File: config.mk
export PLATFORM = sky130hd
export DESIGN_NAME = spi_reg_bank
export DESIGN_NICKNAME = d
export VERILOG_FILES = /design/src/rtl/io_pkg.sv /design/src/rtl/spi_reg_bank_sync2.sv /design/src/rtl/spi_reg_bank.sv
export SDC_FILE = /design/constraint.sdc
export NUM_CORES = 1
export LEC_CHECK = 0
export BUFFER_PORTS_ARGS = -buffer_cell sky130_fd_sc_hd__clkbuf_2
export CORE_MARGIN = 5
export CORE_UTILIZATION = 50
export CTS_CLUSTER_SIZE = 28
export DETAILED_ROUTE_END_ITERATION = 10
export PLACE_DENSITY_LB_ADDON = 0.15
export SYNTH_ARGS = -nofsm -noshare
export SYNTH_HDL_FRONTEND = slang
export SYNTH_SLANG_ARGS = --single-unit
File: constraint.sdc
create_clock -name clock -period 12.95 [get_ports clock]
set_clock_uncertainty 0.15 [all_clocks]
set_input_delay 1.9425 -clock clock [delete_from_list [all_inputs] [get_ports clock]]
set_output_delay 1.9425 -clock clock [all_outputs]
set_load 0.01 [all_outputs]
File: src/rtl/io_pkg.sv
// Shared types and constants for the SPI register bank.
// Holds the FSM state type, the bank size default and the ID byte.
package io_pkg;

  localparam int REGCOUNT_DEF = 16;

  localparam logic [7:0] ID_BYTE = 8'hA5;

  typedef enum logic [1:0] {
    ST_IDLE,
    ST_CMD,
    ST_DATA
  } spi_state_t;

  function automatic logic [6:0] addr_inc(
    input logic [6:0] a,
    input int         rc
  );
    if (int'(a) == rc - 1) return 7'd0;
    return a + 7'd1;
  endfunction

endpackage

File: src/rtl/spi_reg_bank_sync2.sv
// Two-flop synchronizer with a selectable idle level.
// Used for every asynchronous SPI pin.
module sync2 #(
  parameter logic RST_VAL = 1'b0
) (
  input  logic clock,
  input  logic reset,
  input  logic d,
  output logic q
);

  logic s1_q, s1_d;
  logic s2_q, s2_d;

  always_comb begin
    s1_d = d;
    s2_d = s1_q;
  end

  always_ff @(posedge clock or posedge reset) begin
    if (reset) begin
      s1_q <= RST_VAL;
      s2_q <= RST_VAL;
    end else begin
      s1_q <= s1_d;
      s2_q <= s2_d;
    end
  end

  assign q = s2_q;

endmodule

File: src/rtl/spi_reg_bank.sv
// SPI mode-0 slave exposing a byte-wide register bank.
// Byte 0 is a fixed ID; other bytes are written over SPI.
module spi_reg_bank
  import io_pkg::*;
#(
  parameter int REGCOUNT = REGCOUNT_DEF
) (
  input  logic                  clock,
  input  logic                  reset,
  input  logic                  sclk,
  input  logic                  cs_n,
  input  logic                  mosi,
  output logic                  miso,
  output logic [8*REGCOUNT-1:0] registers_packed,
  output logic                  wr_strobe,
  output logic [6:0]            wr_addr
);

  logic sclk_s, cs_s, mosi_s;

  sync2 #(.RST_VAL(1'b0)) u_sync_sclk (
    .clock(clock), .reset(reset),
    .d(sclk), .q(sclk_s)
  );

  sync2 #(.RST_VAL(1'b1)) u_sync_cs (
    .clock(clock), .reset(reset),
    .d(cs_n), .q(cs_s)
  );

  sync2 #(.RST_VAL(1'b0)) u_sync_mosi (
    .clock(clock), .reset(reset),
    .d(mosi), .q(mosi_s)
  );

  spi_state_t  state_q, state_d;
  logic [2:0]  cnt_q, cnt_d;
  logic [7:0]  shift_q, shift_d;
  logic [7:0]  tx_q, tx_d;
  logic [6:0]  addr_q, addr_d;
  logic        rw_q, rw_d;
  logic        sclk_dly_q, sclk_dly_d;
  logic        wr_strobe_q, wr_strobe_d;
  logic [6:0]  wr_addr_q, wr_addr_d;
  logic [1:0]  settle_q, settle_d;
  logic        armed_q, armed_d;
  logic [7:0]  regs_q [1:REGCOUNT-1];
  logic [7:0]  regs_d [1:REGCOUNT-1];

  logic        sclk_rise, sclk_fall;
  logic [7:0]  rx_byte;
  logic [6:0]  addr_nxt;

  function automatic logic [7:0] rd_byte(
    input logic [6:0] a
  );
    logic [7:0] v;
    v = 8'h00;
    if (a == 7'd0) v = ID_BYTE;
    for (int i = 1; i < REGCOUNT; i++)
      if (a == 7'(i)) v = regs_q[i];
    return v;
  endfunction

  assign sclk_rise = sclk_s & ~sclk_dly_q;
  assign sclk_fall = ~sclk_s & sclk_dly_q;
  assign rx_byte   = {shift_q[6:0], mosi_s};
  assign addr_nxt  = addr_inc(addr_q, REGCOUNT);

  // A frame may only start once cs_n has been seen high on real
  // synchronized data, so a frame cut by reset stays ignored.
  always_comb begin
    sclk_dly_d  = sclk_s;
    settle_d    = settle_q[1] ? settle_q : settle_q + 2'd1;
    armed_d     = armed_q | (cs_s & settle_q[1]);
    state_d     = state_q;
    cnt_d       = cnt_q;
    shift_d     = shift_q;
    tx_d        = tx_q;
    addr_d      = addr_q;
    rw_d        = rw_q;
    wr_strobe_d = 1'b0;
    wr_addr_d   = wr_addr_q;
    regs_d      = regs_q;
    unique case (state_q)
      ST_IDLE: begin
        if (!cs_s && armed_q) begin
          state_d = ST_CMD;
          cnt_d   = 3'd0;
          shift_d = 8'h00;
        end
      end
      ST_CMD: begin
        if (cs_s) begin
          state_d = ST_IDLE;
          cnt_d   = 3'd0;
        end else if (sclk_rise) begin
          shift_d = rx_byte;
          cnt_d   = cnt_q + 3'd1;
          if (cnt_q == 3'd7) begin
            state_d = ST_DATA;
            rw_d    = rx_byte[7];
            addr_d  = rx_byte[6:0];
            tx_d    = rx_byte[7] ? rd_byte(rx_byte[6:0]) : 8'h00;
          end
        end
      end
      ST_DATA: begin
        if (cs_s) begin
          state_d = ST_IDLE;
          cnt_d   = 3'd0;
        end else if (sclk_rise) begin
          shift_d = rx_byte;
          cnt_d   = cnt_q + 3'd1;
          if (cnt_q == 3'd7) begin
            addr_d = addr_nxt;
            if (rw_q) begin
              tx_d = rd_byte(addr_nxt);
            end else if (addr_q != 7'd0 && int'(addr_q) < REGCOUNT) begin
              for (int i = 1; i < REGCOUNT; i++)
                if (addr_q == 7'(i)) regs_d[i] = rx_byte;
              wr_strobe_d = 1'b1;
              wr_addr_d   = addr_q;
            end
          end
        end else if (sclk_fall && rw_q && cnt_q != 3'd0) begin
          // No shift on the fall right after a byte load.
          tx_d = {tx_q[6:0], 1'b0};
        end
      end
      default: begin
        state_d = ST_IDLE;
        cnt_d   = 3'd0;
      end
    endcase
  end

  always_ff @(posedge clock or posedge reset) begin
    if (reset) begin
      state_q     <= ST_IDLE;
      cnt_q       <= 3'd0;
      shift_q     <= 8'h00;
      tx_q        <= 8'h00;
      addr_q      <= 7'd0;
      rw_q        <= 1'b0;
      sclk_dly_q  <= 1'b0;
      wr_strobe_q <= 1'b0;
      wr_addr_q   <= 7'd0;
      settle_q    <= 2'd0;
      armed_q     <= 1'b0;
      for (int i = 1; i < REGCOUNT; i++)
        regs_q[i] <= 8'h00;
    end else begin
      state_q     <= state_d;
      cnt_q       <= cnt_d;
      shift_q     <= shift_d;
      tx_q        <= tx_d;
      addr_q      <= addr_d;
      rw_q        <= rw_d;
      sclk_dly_q  <= sclk_dly_d;
      wr_strobe_q <= wr_strobe_d;
      wr_addr_q   <= wr_addr_d;
      settle_q    <= settle_d;
      armed_q     <= armed_d;
      regs_q      <= regs_d;
    end
  end

  always_comb begin
    registers_packed      = '0;
    registers_packed[7:0] = ID_BYTE;
    for (int i = 1; i < REGCOUNT; i++)
      registers_packed[8*i +: 8] = regs_q[i];
  end

  assign miso      = (state_q == ST_DATA) && rw_q && tx_q[7];
  assign wr_strobe = wr_strobe_q;
  assign wr_addr   = wr_addr_q;

endmodule
; ---- After elaboration in Yosys (flattened, before gate mapping)
; Cells that the tools add are included.
[classes]
add_sub_neg = 3
magnitude_cmp = 1
eq_ne = 65
mux = 73
bitwise_logic = 8
reduce_logical = 37
[ops]
columns = op, count
row1 = 8-bit 2-to-1 mux, 41
row2 = "7-bit by 4-bit == test with 1-bit output, second input constant", 24
row3 = 7-bit AND reduction, 16
row4 = "7-bit by 3-bit == test with 1-bit output, second input constant", 12
row5 = 7-bit 2-to-1 mux, 11
row6 = "7-bit by 2-bit == test with 1-bit output, second input constant", 6
row7 = 7-bit case mux with 2 select lines, 2
row8 = "7-bit by 1-bit == test with 1-bit output, second input constant", 3
row9 = "2-bit != test, second input constant", 8
row10 = 8-bit case mux with 2 select lines, 1
row11 = 7-bit logical NOT, 2
row12 = 2-bit 2-to-1 mux, 6
row13 = 4-bit AND reduction, 3
row14 = 3-bit 2-to-1 mux, 3
row15 = "3-bit != test, second input constant", 3
row16 = 8-bit AND reduction, 1
row17 = "7-bit by 1-bit adder with 7-bit output, second input constant", 1
row18 = "7-bit by 5-bit == test with 1-bit output, second input constant", 1
row19 = "7-bit by 5-bit < comparator with 1-bit output, second input constant", 1
row20 = 1-bit 2-to-1 mux, 7
row21 = 7-bit nonzero test, 1
row22 = 1-bit logical AND, 6
row23 = "3-bit by 2-bit != test with 1-bit output, second input constant", 2
row24 = 2-bit case mux with 3 select lines, 1
row25 = other kinds (18), 25
[word_totals]
reg_bits = 166
input_bits = 5
output_inout_bits = 137
elab_cells = 220

; ---- Longest topological paths before layout
[depth]
depth_word = 25
depth_mapped = 12
depth_no_buf = 9

; ---- Cells and area by module
; From an unflattened synthesis, not the netlist that was laid out.
[unflattened]
cells_unflattened = 989
area_unflattened_um2 = 9670.5
[modules_own_cells]
columns = mod, instances, cells_per_inst, area_each_um2, seq_area_each_um2
row1 = spi_reg_bank, 1, 980, 9506.6, 4003.8
row2 = sync2 at u_sync_mosi ..., 2, 3, 53.8, 50.0
row3 = sync2 at u_sync_cs, 1, 3, 56.3, 52.6

; ---- Worst setup path before layout
; OpenSTA, ideal clock, no wires.
[synth_path]
path_type = reg-to-output
start = reg state_q[0]
end = out miso
arrival_ps = 1371
required_time_ps = 10858
path_slack_ps = 9487
path_stages_with_launch = 6
path_buffers = 2
cell_sequence = dfrtp_1 -> inv_1 -> ha_1 -> clkbuf_1 -> buf_1 -> and3_1
[synth_between]
elab_chain_cells = 3
[synth_rtl]
columns = element, line_no
row1 = from (decl), spi_reg_bank.sv:36  ; spi_state_t state_q, state_d;
row2 = from (signal assigned), spi_reg_bank.sv:154  ; state_q <= state_d;
row3 = 2-bit == test, spi_reg_bank.sv:176  ; assign miso = (state_q == ST_DATA) && rw_q && tx_q[7];
row4 = 1-bit logical AND (2 in series), spi_reg_bank.sv:176
row5 = to (decl), spi_reg_bank.sv:13  ; output logic miso,
; No other way between the ends.

; ---- Final worst setup path
; Same ends and word-level chain as after synthesis.

==> out/results.txt <==
Using the TritonRoute via totals, the vias-per-cell ratio works out to 6.44. Summing all flip-flop and latch instances after layout gives 0.00416 mm². The floorplan step defined a core boundary enclosing 0.0193 mm². Classification of the worst setup path: reg -> out.

The net switching power of the design was 0.887 mW. 142 I/O pins were placed. Along the worst hold path, the cell count comes to 0. At the worst endpoint, the required time is 10.86 ns. The commonest non-fill, non-tap cell in the layout was sky130_fd_sc_hd__dfrtp_1. Root cell of the clock tree: sky130_fd_sc_hd__clkbuf_16.

In this run the tightest slew margin relative to its limit is 20.9%. The TritonCTS sink count came out at 166. For the number of resized instances in the post-cts repair step, the log shows 0. For the global router's overall resource usage, the log shows 30.3%. The part of the total power dissipated in sequential elements was 31.6%.

In the routed design, unresolved DRC markers number 0. The worst setup path is captured at an output port. Setup total negative slack on the finished layout was measured at 0 ns.

The run gives 1,689 as the number of filler instances in the final layout. Starting utilization of the core area: 50.4%. For this run, asynchronously set or reset flops after synthesis account for 100%. The final layout contains routed wiring with a total length of 33,400 µm. The tools report the post-CTS setup repair buffer count as 0. The run gives 0 as the number of hold buffers added after CTS.

The number of global-route vias before repair came out at 8,221. The detailed router placed 8,562 vias in this run. The synthesized netlist occupies a cell area of 0.00975 mm². Final RePlAce weighted congestion: 0.996. First-pass GRT wire length: 51,400 µm. The final clock period utilization by the worst path was 31.2%. The die boundary width was 150 µm.

The logs give 2 for the maximum number of buffers from clock root to sink and 247 MHz for the fmax. The tools report the initial antenna violation count as 0. At the end of the flow, the number of nets in the layout was 1,067. After synthesis, flip-flops and latches occupy 42.6% of the total area. For the worst setup path, the data arrival time is 1.95 ns. Dividing total power by cell area gives a power density of 175 mW/mm². The logs give 0.0224 mm² for the area enclosed by the die boundary and 0 for the remaining antenna violation count. The clock transition time at the flip-flop clock pins of the worst setup and hold paths works out to 0.08 ns.

For this block, the initial DRC count from the detailed router was 1,049. The area growth from synthesis to layout was 13.6%. For this run, the leading register cell type out of synthesis is sky130_fd_sc_hd__dfrtp_1. In the layout the commonest cells are sky130_fd_sc_hd__dfrtp_1 (162), sky130_fd_sc_hd__clkbuf_2 (133), sky130_fd_sc_hd__mux2_2 (127). For the finished layout, the period the worst path requires is 4.04 ns.

The hold violation count in the final report came out at 0. Once layout is complete, the cells apart from fillers number 1,329. The top fanout value on the critical path came out at 18. Leakage power: 5.16 nW. The cell depth of the worst flop-to-flop path is 7, and the count of flip-flops with a built-in enable after synthesis is 0. The number of H-tree levels was 4. During synthesis, Yosys emitted a total of 0 warnings. The later-pin clock latency in the skew report is 0.44 ns, and the number of distinct library cells after synthesis is 81. Setup violations remaining at the end of the flow were counted as 0. For the reported max-cap violation count, the log shows 0. The tightest min-delay check is of the reg -> reg type. The ratio of cells with drive above 1 in the final layout was 32.5%; the total power was 1.94 mW. The share of total power dissipated in the clock network is 26.0%.

The row count was 51. Setup repair after global routing left no endpoint under its margin. The floorplan step set the die height to 150 µm. In this run the mean area of a mapped cell was 10.1 µm².

The number of instances in the synthesized netlist came out at 962. For the internal power, the log shows 1.05 mW. The count of input and output buffers came out at 133. The run gives 90 as the pin count of the biggest net entering global routing.

The flow ran to the end, and the final reports show no timing, DRC or antenna violations. The wire length per cell came out at 25.2 µm. IR analysis of the VDD net gives a maximum drop of 0.0917 mV. The tools report the antenna diode count as 0.

The HPWL after detailed placement is 22,900 µm. The max-slew violation count is 0, and the TritonCTS buffer count is 17. The actual transition at the worst max-transition pin is 1.18 ns. In this run, placement finished with an instance count of 1,297. For the combinational cell fraction of total power, the log shows 42.4%. Summing all multi-input logic gate instances after layout gives 0.00514 mm².

TritonCTS built the clock tree. STA classifies the critical path startpoint as a register. The number of storage elements in the synthesis netlist was 166. The first TritonRoute pass finished after 7 iterations. The final global-route overflow total was 0; the switching part of the total was 45.8%.
power groups by stage:
stage | Sequential [mW] | Clock (mW) | Combinational, mW
finish | 0.613 | 0.504 | 0.821
global route | 0.617 | 0.537 | 0.871
CTS | 0.610 | 0.511 | 0.793
detailed placement | 0.620 | 0 | 0.786
global placement | 0.619 | 0 | 0.782
floorplan | 0.575 | 0 | 0.611
worst max-delay path, cell delays in order, from the launching register on:
cell and delay (ns):
sky130_fd_sc_hd__dfrtp_1 0.40, sky130_fd_sc_hd__inv_1 0.08, sky130_fd_sc_hd__ha_1 0.65, sky130_fd_sc_hd__and3_1 0.25, sky130_fd_sc_hd__clkbuf_2 0.13
per-layer routing:
metal  track usage, %  vias up  routed length (µm)
met5                0        -                   0
met4             9.47        0                 903
met3             6.94       60                3040
met2             45.8      499               15300
met1             43.4     4287               14200
li1                 -     3716                   -
cells in the mapped netlist, types with 10 or more instances:
library cell / number / area [µm²]
sky130_fd_sc_hd__nor2b_1: 18 / 113
sky130_fd_sc_hd__buf_4: 11 / 82.6
sky130_fd_sc_hd__buf_2: 21 / 105
sky130_fd_sc_hd__o211ai_1: 15 / 113
sky130_fd_sc_hd__ha_1: 11 / 138
sky130_fd_sc_hd__clkbuf_1: 42 / 158
sky130_fd_sc_hd__nor3_1: 14 / 70.1
sky130_fd_sc_hd__dfrtp_1: 164 / 4100
sky130_fd_sc_hd__nand2_1: 100 / 375
sky130_fd_sc_hd__a31oi_1: 11 / 68.8
sky130_fd_sc_hd__a21oi_1: 47 / 235
sky130_fd_sc_hd__nor2_1: 50 / 188
sky130_fd_sc_hd__nand3_1: 24 / 120
sky130_fd_sc_hd__mux4_2: 13 / 293
sky130_fd_sc_hd__o31ai_1: 10 / 75.1
sky130_fd_sc_hd__o22ai_1: 12 / 75.1
sky130_fd_sc_hd__inv_1: 22 / 82.6
sky130_fd_sc_hd__mux2i_1: 16 / 160
sky130_fd_sc_hd__nand2b_1: 12 / 75.1
sky130_fd_sc_hd__mux2_2: 127 / 1430
sky130_fd_sc_hd__o21ai_0: 63 / 315
cell families (layout without fill, tap and decap cells):
logic type | count (synthesis) | after routing | synth area share, %
muxes | 156 | 156 | 19.3
and+or+nand+nor | 267 | 267 | 13.5
DFF | 166 | 166 | 42.6
xor gates and xnor gates | 1 | 1 | 0.0899
adders and majority gates | 11 | 11 | 1.41
AOI/OAI and AO/OA | 253 | 253 | 18.2
other | 2 | 8 | 0.0770
buffers and inverters | 106 | 202 | 4.85
area by class of cell:
| type | count | area share [%] |
|---|---|---|
| Clock buffer | 17 | 3.84 |
| Clock inverter | 15 | 1.36 |
| Timing Repair Buffer | 147 | 6.96 |
| Multi-Input combinational cell | 696 | 46.5 |
| Tap cell | 265 | 3.00 |
| Inverter | 23 | 0.825 |
| Sequential cell | 166 | 37.6 |
per-stage QoR:
| step | hold slack (ns) | util [%] | worst slack (ns) | cell area, µm² |
|---|---|---|---|---|
| final | 0.207 | 57.3 | 8.91 | 11100 |
| after global routing | 0.218 | 57.3 | 8.79 | 11100 |
| after CTS | 0.210 | 57.3 | 8.88 | 11100 |
| after detailed placement | 0.193 | 54.3 | 8.99 | 10500 |
| after global placement | 0.186 | 54.3 | 9.01 | 10500 |
| after floorplan | 0.181 | - | 6.37 | 9770 |
final timing paths:
kind                                   from                   end  slack [ns]
max reg2reg                      state_q[0]  registers_packed[39]        9.24
max in group asynchronous             reset            shift_q[0]        9.61
min reg2reg                u_sync_mosi.s1_q         u_sync_mosi.q        0.21
max                              state_q[0]                  miso        8.91
min in group asynchronous             reset   registers_packed[9]        1.48
min                        u_sync_mosi.s1_q         u_sync_mosi.q        0.21
flip-flops by register name, summed over array words and instances (netlist names), 2 cells and up:
register and count:
shift_q 7, wr_addr 7, tx_q 8, state_q 2
settle_q 2, cnt_q 3, addr_q 7, registers_packed 120
Note: power is estimated with default switching activity, not from simulation.
